[src/rtl/mod_if_stage_if.sv]
// Instruction-memory fetch handshake between the IF stage (master) and imem (slave).
interface mod_if_stage_if;
    logic        imem_req;
    logic [15:0] imem_addr;
    logic        imem_rdy;
    logic [15:0] imem_data;

    modport master (output imem_req, output imem_addr, input imem_rdy, input imem_data);
    modport slave  (input imem_req, input imem_addr, output imem_rdy, output imem_data);
endinterface

[src/rtl/mod_if_stage.sv]
// Instruction-fetch stage with IF/ID register: owns the PC, fetches over a ready handshake,
// buffers one word across decode stalls, applies branch redirects and stops on HLT.
module mod_if_stage #(
    parameter logic [15:0] RESET_PC    = 16'h0000,
    parameter logic [15:0] NOP_INSTR   = 16'h0000,
    parameter logic [3:0]  HALT_OPCODE = 4'hF
) (
    input  logic                 clk,
    input  logic                 rst,
    input  logic                 stall,
    input  logic                 taken,
    input  logic [15:0]          new_pc,
    mod_if_stage_if.master       imem,
    output logic [15:0]          instruction,
    output logic [15:0]          pc,
    output logic                 valid,
    output logic                 halted
);
    localparam int unsigned XLEN = 16;

    typedef enum logic {S_FETCH = 1'b0, S_HALTED = 1'b1} state_e;

    state_e            state_q, state_d;
    logic [XLEN-1:0]   pc_q, pc_d;
    logic              hold_valid_q, hold_valid_d;
    logic [XLEN-1:0]   hold_instr_q, hold_instr_d;
    logic [XLEN-1:0]   hold_pc_q, hold_pc_d;
    logic [XLEN-1:0]   instr_q, instr_d;
    logic [XLEN-1:0]   ifid_pc_q, ifid_pc_d;
    logic              valid_q, valid_d;

    logic              req_c;
    logic              xfer_c;
    logic              is_hlt_c;
    logic [XLEN-1:0]   fetch_tag_c;

    always_ff @(posedge clk or posedge rst) begin
        if (rst) begin
            state_q      <= S_FETCH;
            pc_q         <= RESET_PC;
            hold_valid_q <= 1'b0;
            hold_instr_q <= NOP_INSTR;
            hold_pc_q    <= '0;
            instr_q      <= NOP_INSTR;
            ifid_pc_q    <= '0;
            valid_q      <= 1'b0;
        end else begin
            state_q      <= state_d;
            pc_q         <= pc_d;
            hold_valid_q <= hold_valid_d;
            hold_instr_q <= hold_instr_d;
            hold_pc_q    <= hold_pc_d;
            instr_q      <= instr_d;
            ifid_pc_q    <= ifid_pc_d;
            valid_q      <= valid_d;
        end
    end

    always_comb begin
        state_d      = state_q;
        pc_d         = pc_q;
        hold_valid_d = hold_valid_q;
        hold_instr_d = hold_instr_q;
        hold_pc_d    = hold_pc_q;
        instr_d      = instr_q;
        ifid_pc_d    = ifid_pc_q;
        valid_d      = valid_q;

        req_c       = (state_q == S_FETCH) && !hold_valid_q && !rst;
        xfer_c      = req_c && imem.imem_rdy;
        is_hlt_c    = (imem.imem_data[15:12] == HALT_OPCODE);
        fetch_tag_c = XLEN'(pc_q + XLEN'(2));

        if (!stall && taken) begin
            // Redirect wins: squash IF/ID, the held word and any same-cycle fetch.
            instr_d      = NOP_INSTR;
            valid_d      = 1'b0;
            pc_d         = new_pc;
            hold_valid_d = 1'b0;
            state_d      = S_FETCH;
        end else begin
            if (xfer_c) begin
                if (is_hlt_c) state_d = S_HALTED;
                else          pc_d    = fetch_tag_c;
            end
            if (!stall) begin
                if (hold_valid_q) begin
                    instr_d      = hold_instr_q;
                    ifid_pc_d    = hold_pc_q;
                    valid_d      = 1'b1;
                    hold_valid_d = 1'b0;
                end else if (xfer_c) begin
                    instr_d   = imem.imem_data;
                    ifid_pc_d = fetch_tag_c;
                    valid_d   = 1'b1;
                end else begin
                    instr_d = NOP_INSTR;
                    valid_d = 1'b0;
                end
            end else if (xfer_c) begin
                hold_valid_d = 1'b1;
                hold_instr_d = imem.imem_data;
                hold_pc_d    = fetch_tag_c;
            end
        end
    end

    assign imem.imem_req  = req_c;
    assign imem.imem_addr = pc_q;
    assign instruction    = instr_q;
    assign pc             = ifid_pc_q;
    assign valid          = valid_q;
    assign halted         = (state_q == S_HALTED);
endmodule

[src/flat_wrapper.sv]
// flat-port wrapper written by rule: the top's interface ports become plain ports
module mod_if_stage_flat 
#(
    parameter logic [15:0] RESET_PC    = 16'h0000,
    parameter logic [15:0] NOP_INSTR   = 16'h0000,
    parameter logic [3:0]  HALT_OPCODE = 4'hF
)
  (clk, rst, stall, taken, new_pc, instruction, pc, valid, halted, imem_imem_req, imem_imem_addr, imem_imem_rdy, imem_imem_data);
  mod_if_stage_if imem_i ();
  input  logic clk;
  input  logic rst;
  input  logic stall;
  input  logic taken;
  input  logic [15:0] new_pc;
  output logic [15:0] instruction;
  output logic [15:0] pc;
  output logic valid;
  output logic halted;
  output wire logic [$bits(imem_i.imem_req)-1:0] imem_imem_req;
  output wire logic [$bits(imem_i.imem_addr)-1:0] imem_imem_addr;
  input wire logic [$bits(imem_i.imem_rdy)-1:0] imem_imem_rdy;
  input wire logic [$bits(imem_i.imem_data)-1:0] imem_imem_data;
  assign imem_imem_req = imem_i.imem_req;
  assign imem_imem_addr = imem_i.imem_addr;
  assign imem_i.imem_rdy = imem_imem_rdy;
  assign imem_i.imem_data = imem_imem_data;
  mod_if_stage #(.RESET_PC(RESET_PC), .NOP_INSTR(NOP_INSTR), .HALT_OPCODE(HALT_OPCODE)) u_core (.clk(clk), .rst(rst), .stall(stall), .taken(taken), .new_pc(new_pc), .imem(imem_i), .instruction(instruction), .pc(pc), .valid(valid), .halted(halted));
endmodule
[config.mk]
export PLATFORM = sky130hd
export DESIGN_NAME = mod_if_stage_flat
export DESIGN_NICKNAME = d
export VERILOG_FILES = /design/src/rtl/mod_if_stage_if.sv /design/src/rtl/mod_if_stage.sv /design/src/flat_wrapper.sv
export SDC_FILE = /design/constraint.sdc
export NUM_CORES = 1
export LEC_CHECK = 0
export ABC_AREA = 1
export CAP_MARGIN = 20
export CORE_ASPECT_RATIO = 1.25
export CORE_MARGIN = 5
export CORE_UTILIZATION = 45
export DETAILED_ROUTE_END_ITERATION = 12
export PLACE_DENSITY = 0.83
export SLEW_MARGIN = 20
export SYNTH_ARGS = -nofsm -noshare
export SYNTH_HDL_FRONTEND = slang
export SYNTH_SLANG_ARGS = --single-unit
[constraint.sdc]
create_clock -name clk -period 2.67 [get_ports clk]
set_input_delay 0.267 -clock clk [delete_from_list [all_inputs] [get_ports clk]]
set_output_delay 0.267 -clock clk [all_outputs]
set_load 0.02 [all_outputs]
==> run summary, run 1 <==
GR Util All Layers - 18.9%
Critical Path AT - 1.60 ns
diode count - 0
Top Ports - 88
post-synth cell types - 23
worst setup margin - 0.800 ns
clock buffer depth - 2
wl on met1 - 4.26 mm
Setup crit end kind - primary output
status - complete, no violations
async set-reset flop share out of synthesis - 100%
Num CTS Buffers - 9
met3 wire length - 561 µm
Initial Util - 46.1%
CP Launch Type - flip-flop
Tmin final - 1.87 ns
synth top area cells - dfrtp_1, nand2_1, nor2_1
post-CTS setup buffer count - 0
CP max FO - 3
top-count cell post-synth - nand2_1
CTS tree - done
root buffer selected by CTS - clkbuf_8
final period utilization - 70.0%
Synth Register Bits - 83
CTS hold repair buffers - 0
PortBufs - 87
drt drc - 0
per-cell routed wire length - 12.9 µm
vias in the first global route - 3433
R2R Setup Slk - 0.89 ns
Hold Path Class - input pin to flip-flop
via count - 3628
H-Tree Depth - 3
synth cell count leaders - nand2_1, dfrtp_1, nor2_1
share of cells above drive strength 1 - 4.48%
Final setup viols - 0
critical path type - flip-flop to primary output
Fillers - 807
post-synthesis sequential area ratio - 51.5%
Mapped Nets - 576
Synth top area share - 51.5%
Layout Area Growth over Synthesis - 27.5%
Avg Vias per Cell - 4.87
Worst slew margin - 50.7%
Least-Margin Pin Slew - 0.740 ns
EDFF count, synth - 0
CP Capture Point - imem_imem_req
Final Net Count - 658
uppermost layer routed - met4
CTS resizes - 0
Clock Sinks - 83
TNS Setup - 0 ns
die area - 11000 µm²
cell row count - 38
worst reg2reg path depth - 8
setup repair after global routing missed its margin - no
gate count after technology mapping - 538
Die Wd - 94.7 µm
post-route ant nets - 0
Setup WS pre-CTS - 0.599 ns
Pleak - 2.57 nW
final wirelength - 9.59 mm
cell taking the most area after synthesis - dfrtp_1
Worst EP required - 2.40 ns
largest net degree at the start of global routing - 84
Hold Fails Final Rpt - 0
number of max-cap violations - 0
gpl congestion - 0.837
hpwl dp - 6.83 mm
initial antenna violation count - 0
maximum achievable frequency - 535 MHz
first drt pass iteration count - 4
Main synth FF type - dfrtp_1
Worst-Skew Late Latency - 0.36 ns
Max Slew Vio Count - 0
R2R Path End - u_core.pc[9]
DRT iter0 DRCs - 289
Peak VDD IR - 0.315 mV
Core ar. - 8750 µm²
routed length on met2 - 4.58 mm
startpoint of the worst-slack reg-to-reg timing path - u_core.hold_valid_q
Synth Cell Area - 4040 µm²
PwrDens - 766 nW/µm²
total gr overflow - 0
Final Util - 58.8%
first-pass GRT wire length - 16.2 mm
Syn Area/Cell - 7.50 µm²
Clock Pin Slew Worst Setup and Hold Paths - 0.08 ns
clock skew - 0.00909 ns
Die H - 116 µm
Yosys Warn Count - 0
crit path launch - u_core.hold_valid_q
## registers in the layout, summed over array words and instances (netlist names)
name / flops
u_core.imem.imem_addr: 16
u_core.instruction: 16
u_core.hold_valid_q: 1
u_core.halted: 1
u_core.hold_instr_q: 16
u_core.valid: 1
u_core.hold_pc_q: 16
u_core.pc: 16
## cell usage in the layout, fill, tap and decap left out
cell / count
o22ai_1: 1
xnor2_1: 3
inv_1: 37
nor2_1: 61
nand2_1: 217
clkbuf_1: 3
clkinv_2: 2
xor2_1: 2
buf_4: 7
inv_2: 3
a21oi_1: 16
o21a_1: 1
clkinvlp_4: 4
o21ai_0: 30
nor3_1: 2
o21ai_1: 22
nand3_1: 25
nor2_4: 1
dfrtp_1: 83
clkdlybuf4s50_1: 87
clkbuf_8: 9
ha_1: 1
buf_6: 1
nand4_1: 6
nand4_4: 1
## where the power goes
part	total, mW	switching, mW	internal, mW
Clock	0.783	0.446	0.337
Combinational	1.35	0.753	0.595
Sequential	1.81	0.242	1.57
Total	3.94	1.44	2.50
## metrics by stage
| stage | instances | cell area (µm²) | hold slack (ns) | total power, mW |
|---|---|---|---|---|
| after floorplan | 538 | 4040 | 0.377 | 2.58 |
| after global placement | 729 | 4980 | 0.455 | 3.15 |
| after detailed placement | 729 | 4980 | 0.465 | 3.19 |
| after CTS | 745 | 5140 | 0.428 | 3.99 |
| after global routing | 745 | 5150 | 0.473 | 4.21 |
| final | 745 | 5150 | 0.451 | 3.94 |
## per-layer routing
| metal | vias up | track usage, % |
|---|---|---|
| met4 | 0 | 9.43 |
| li1 | 1846 | - |
| met5 | - | 0 |
| met3 | 15 | 3.31 |
| met1 | 1668 | 25.3 |
| met2 | 99 | 29.5 |
## cell type report
type | count | area (µm²) | area share [%]
clock buffers | 12 | 135 | 2.63
well taps | 120 | 150 | 2.92
multi-input cells | 389 | 1660 | 32.2
repair buffers | 95 | 935 | 18.2
inverters | 42 | 163 | 3.16
flip-flops and latches | 83 | 2080 | 40.4
clock inverters | 4 | 27.5 | 0.535
## critical path, stage by stage (launching register included)
cell and delay (ns):
dfrtp_1 0.42, nor3_1 0.19, clkdlybuf4s50_1 0.63
## how the worst min path moves through the flow
stage               cells after the start                  endpoint                start
floorplan                               2  u_core.imem.imem_addr[0]            new_pc[0]
global placement                        2       u_core.hold_pc_q[5]  u_core.hold_pc_q[5]
detailed placement                      2              u_core.pc[7]         u_core.pc[7]
CTS                                     3  u_core.imem.imem_addr[0]            new_pc[0]
global route                            3  u_core.imem.imem_addr[0]            new_pc[0]
finish                                  3  u_core.imem.imem_addr[0]            new_pc[0]
## logic make-up after synthesis
| logic type | synth area share [%] |
|---|---|
| and+or+nand+nor | 30.9 |
| DFF | 51.5 |
| AOI/OAI and AO/OA | 8.77 |
| buffers and inverters | 7.44 |
| xor gates and xnor gates | 1.09 |
| adders and majority gates | 0.310 |
(Power assumes the default switching activity.)
==> run 2: changes to the inputs <==
==> constraint.sdc (replaced) <==
create_clock -name clk -period 1.8 [get_ports clk]
set_input_delay 0.18 -clock clk [delete_from_list [all_inputs] [get_ports clk]]
set_output_delay 0.18 -clock clk [all_outputs]
set_load 0.02 [all_outputs]
==> run summary, run 2 (same netlist as run 1, synthesis figures left out) <==
status - complete, no violations
Num CTS Buffers - 9 (unchanged)
Hold Path Class - input pin to flip-flop
critical path's slowest cell - clkdlybuf4s50_1
CTS resizes - 1 (+1)
DRT iter0 DRCs - 250 (-13%)
PwrDens - 1180 nW/µm² (+53%)
post-route ant nets - 0 (unchanged)
first drt pass iteration count - 5 (+1)
number of max-cap violations - 0 (unchanged)
family with the most delay on the worst path - buffers and inverters
startpoint of the worst-slack reg-to-reg timing path - u_core.imem.imem_addr[2]
GR Util All Layers - 19.3% (+0.40 points)
Tmin final - 1.67 ns
uppermost layer routed - met4
Final Net Count - 662 (+0.61%)
Sw Ratio - 34.9% (-1.7 points)
final wirelength - 9.94 mm (+3.6%)
H-Tree Depth - 3 (unchanged)
CP max FO - 7 (+4)
worst reg2reg path depth - 7 (-1)
share of total power in the clock network - 23.6% (+3.7 points)
TNS Setup - 0 ns (unchanged)
via count - 3777 (+4.1%)
met3 wire length - 575 µm (+2.5%)
hpwl dp - 7.27 mm (+6.4%)
Least-Margin Pin Slew - 0.438 ns (-0.302 ns)
Pwr Total - 6.22 mW (+58%)
Min-Delay Path Depth - 3 (unchanged)
Final Util - 60.5% (+1.6 points)
vias in the first global route - 3655 (+6.5%)
Worst slew margin - 70.7% (+20 points)
Top Ports - 88 (unchanged)
Core ar. - 8750 µm² (unchanged)
Clock Pin Slew Worst Setup and Hold Paths - 0.08 ns (about the same)
setup repair after global routing missed its margin - no
Worst-Skew Late Latency - 0.35 ns (about the same)
drt drc - 0 (unchanged)
CP Launch Type - flip-flop
clock skew - 0.00832 ns (-0.000767 ns)
Worst EP required - 1.62 ns (-0.78 ns)
gpl congestion - 0.768 (-8.3%)
Pleak - 2.65 nW (+3.0%)
R2R Path End - u_core.imem.imem_addr[7]
commonest non-fill, non-tap cell in the layout - nand2_1
Max Slew Vio Count - 0 (unchanged)
largest net degree at the start of global routing - 84 (unchanged)
Net Sw Power - 2.17 mW (+51%)
sequential power share - 43.3% (-2.7 points)
Hold Fails Final Rpt - 0 (unchanged)
Buf+Inv Stages, Crit Path - 1 (unchanged)
CP Cell Sequence - clkdlybuf4s50_1
per-cell routed wire length - 13.3 µm (+3.1%)
Layout Area Growth over Synthesis - 31.1%
die area - 11000 µm² (unchanged)
share of cells above drive strength 1 - 6.20% (+1.7 points)
Peak VDD IR - 0.538 mV (+71%)
Comb power frac - 33.1% (-1.1 points)
R2R Setup Slk - 0.20 ns (-0.69 ns)
Hold Crit Start - new_pc[0]
Die H - 116 µm (unchanged)
total gr overflow - 0 (unchanged)
critical path type - flip-flop to primary output
PortBufs - 87 (unchanged)
Die Wd - 94.7 µm (unchanged)
Int Power - 4.05 mW (+62%)
diode count - 0 (unchanged)
initial antenna violation count - 0 (unchanged)
maximum achievable frequency - 600 MHz
CTS tree - done
Avg Vias per Cell - 5.04 (+3.6%)
cell row count - 38 (unchanged)
commonest cells after routing, fill and taps aside - nand2_1, clkdlybuf4s50_1, dfrtp_1
Initial Util - 46.1% (unchanged)
CTS hold repair buffers - 0 (unchanged)
final period utilization - 92.6%
wl on met1 - 4.18 mm (-1.8%)
clock buffer depth - 2 (unchanged)
WHS Endpoint - u_core.imem.imem_addr[0]
Clock Sinks - 83 (unchanged)
first-pass GRT wire length - 16.8 mm (+3.3%)
Setup crit end kind - primary output
post-CTS setup buffer count - 0 (unchanged)
CP max stage delay - 0.65 ns (+0.02 ns)
Critical Path AT - 1.49 ns (-0.11 ns)
Final setup viols - 0 (unchanged)
routed length on met2 - 5.02 mm (+9.5%)
root buffer selected by CTS - clkbuf_8
## run 2: final cells by class
cell class	instances	area (µm²)
clock inverters	4	73.8
well taps	120	150
multi-input cells	389	1680
clock buffers	12	145
inverters	42	165
flip-flops and latches	83	2080
repair buffers	99	997
fillers	784	3460
## run 2: how the worst max path moves through the flow
stage                              from                   to  slack (ns)  depth (start not counted)
4_1_cts        u_core.imem.imem_addr[3]    imem_imem_addr[3]        0.12                          1
5_1_grt        u_core.imem.imem_addr[2]        u_core.pc[15]        0.04                          8
2_1_floorplan                       rst  u_core.hold_pc_q[1]       -0.61                          7
3_5_place_dp                        rst        u_core.pc[12]        0.04                          9
6_report       u_core.imem.imem_addr[3]    imem_imem_addr[3]        0.13                          1
3_3_place_gp                        rst        u_core.pc[10]        0.10                          9
## run 2: power by group through the flow
stage	Combinational [mW]	Sequential, mW	Clock [mW]
floorplan	0.885	2.96	0
detailed placement	2.05	2.72	0
CTS	2.07	2.69	1.49
finish	2.06	2.70	1.47
global route	2.28	2.75	1.58
global placement	2.00	2.70	0
## run 2: stage by stage
stage | instances | setup WS (ns) | cell area [µm²] | hold slack [ns]
final | 749 | 0.133 | 5290 | 0.359
after global routing | 749 | 0.0352 | 5290 | 0.396
after CTS | 749 | 0.116 | 5290 | 0.348
after detailed placement | 733 | 0.0380 | 5070 | 0.459
after global placement | 733 | 0.103 | 5070 | 0.455
after floorplan | 538 | -0.607 | 4100 | 0.290
## run 2: layer usage
layer / GRT usage [%] / vias to the layer above
li1: - / 1859
met1: 24.1 / 1778
met2: 33.2 / 125
met3: 3.77 / 15
met4: 6.64 / 0
met5: 0 / -
## run 2: tightest hold or removal path, delay by kind of cell
family                 cells  cell delay (ns)
buffers and inverters      1             0.39
AND/OR/NAND/NOR            2             0.10
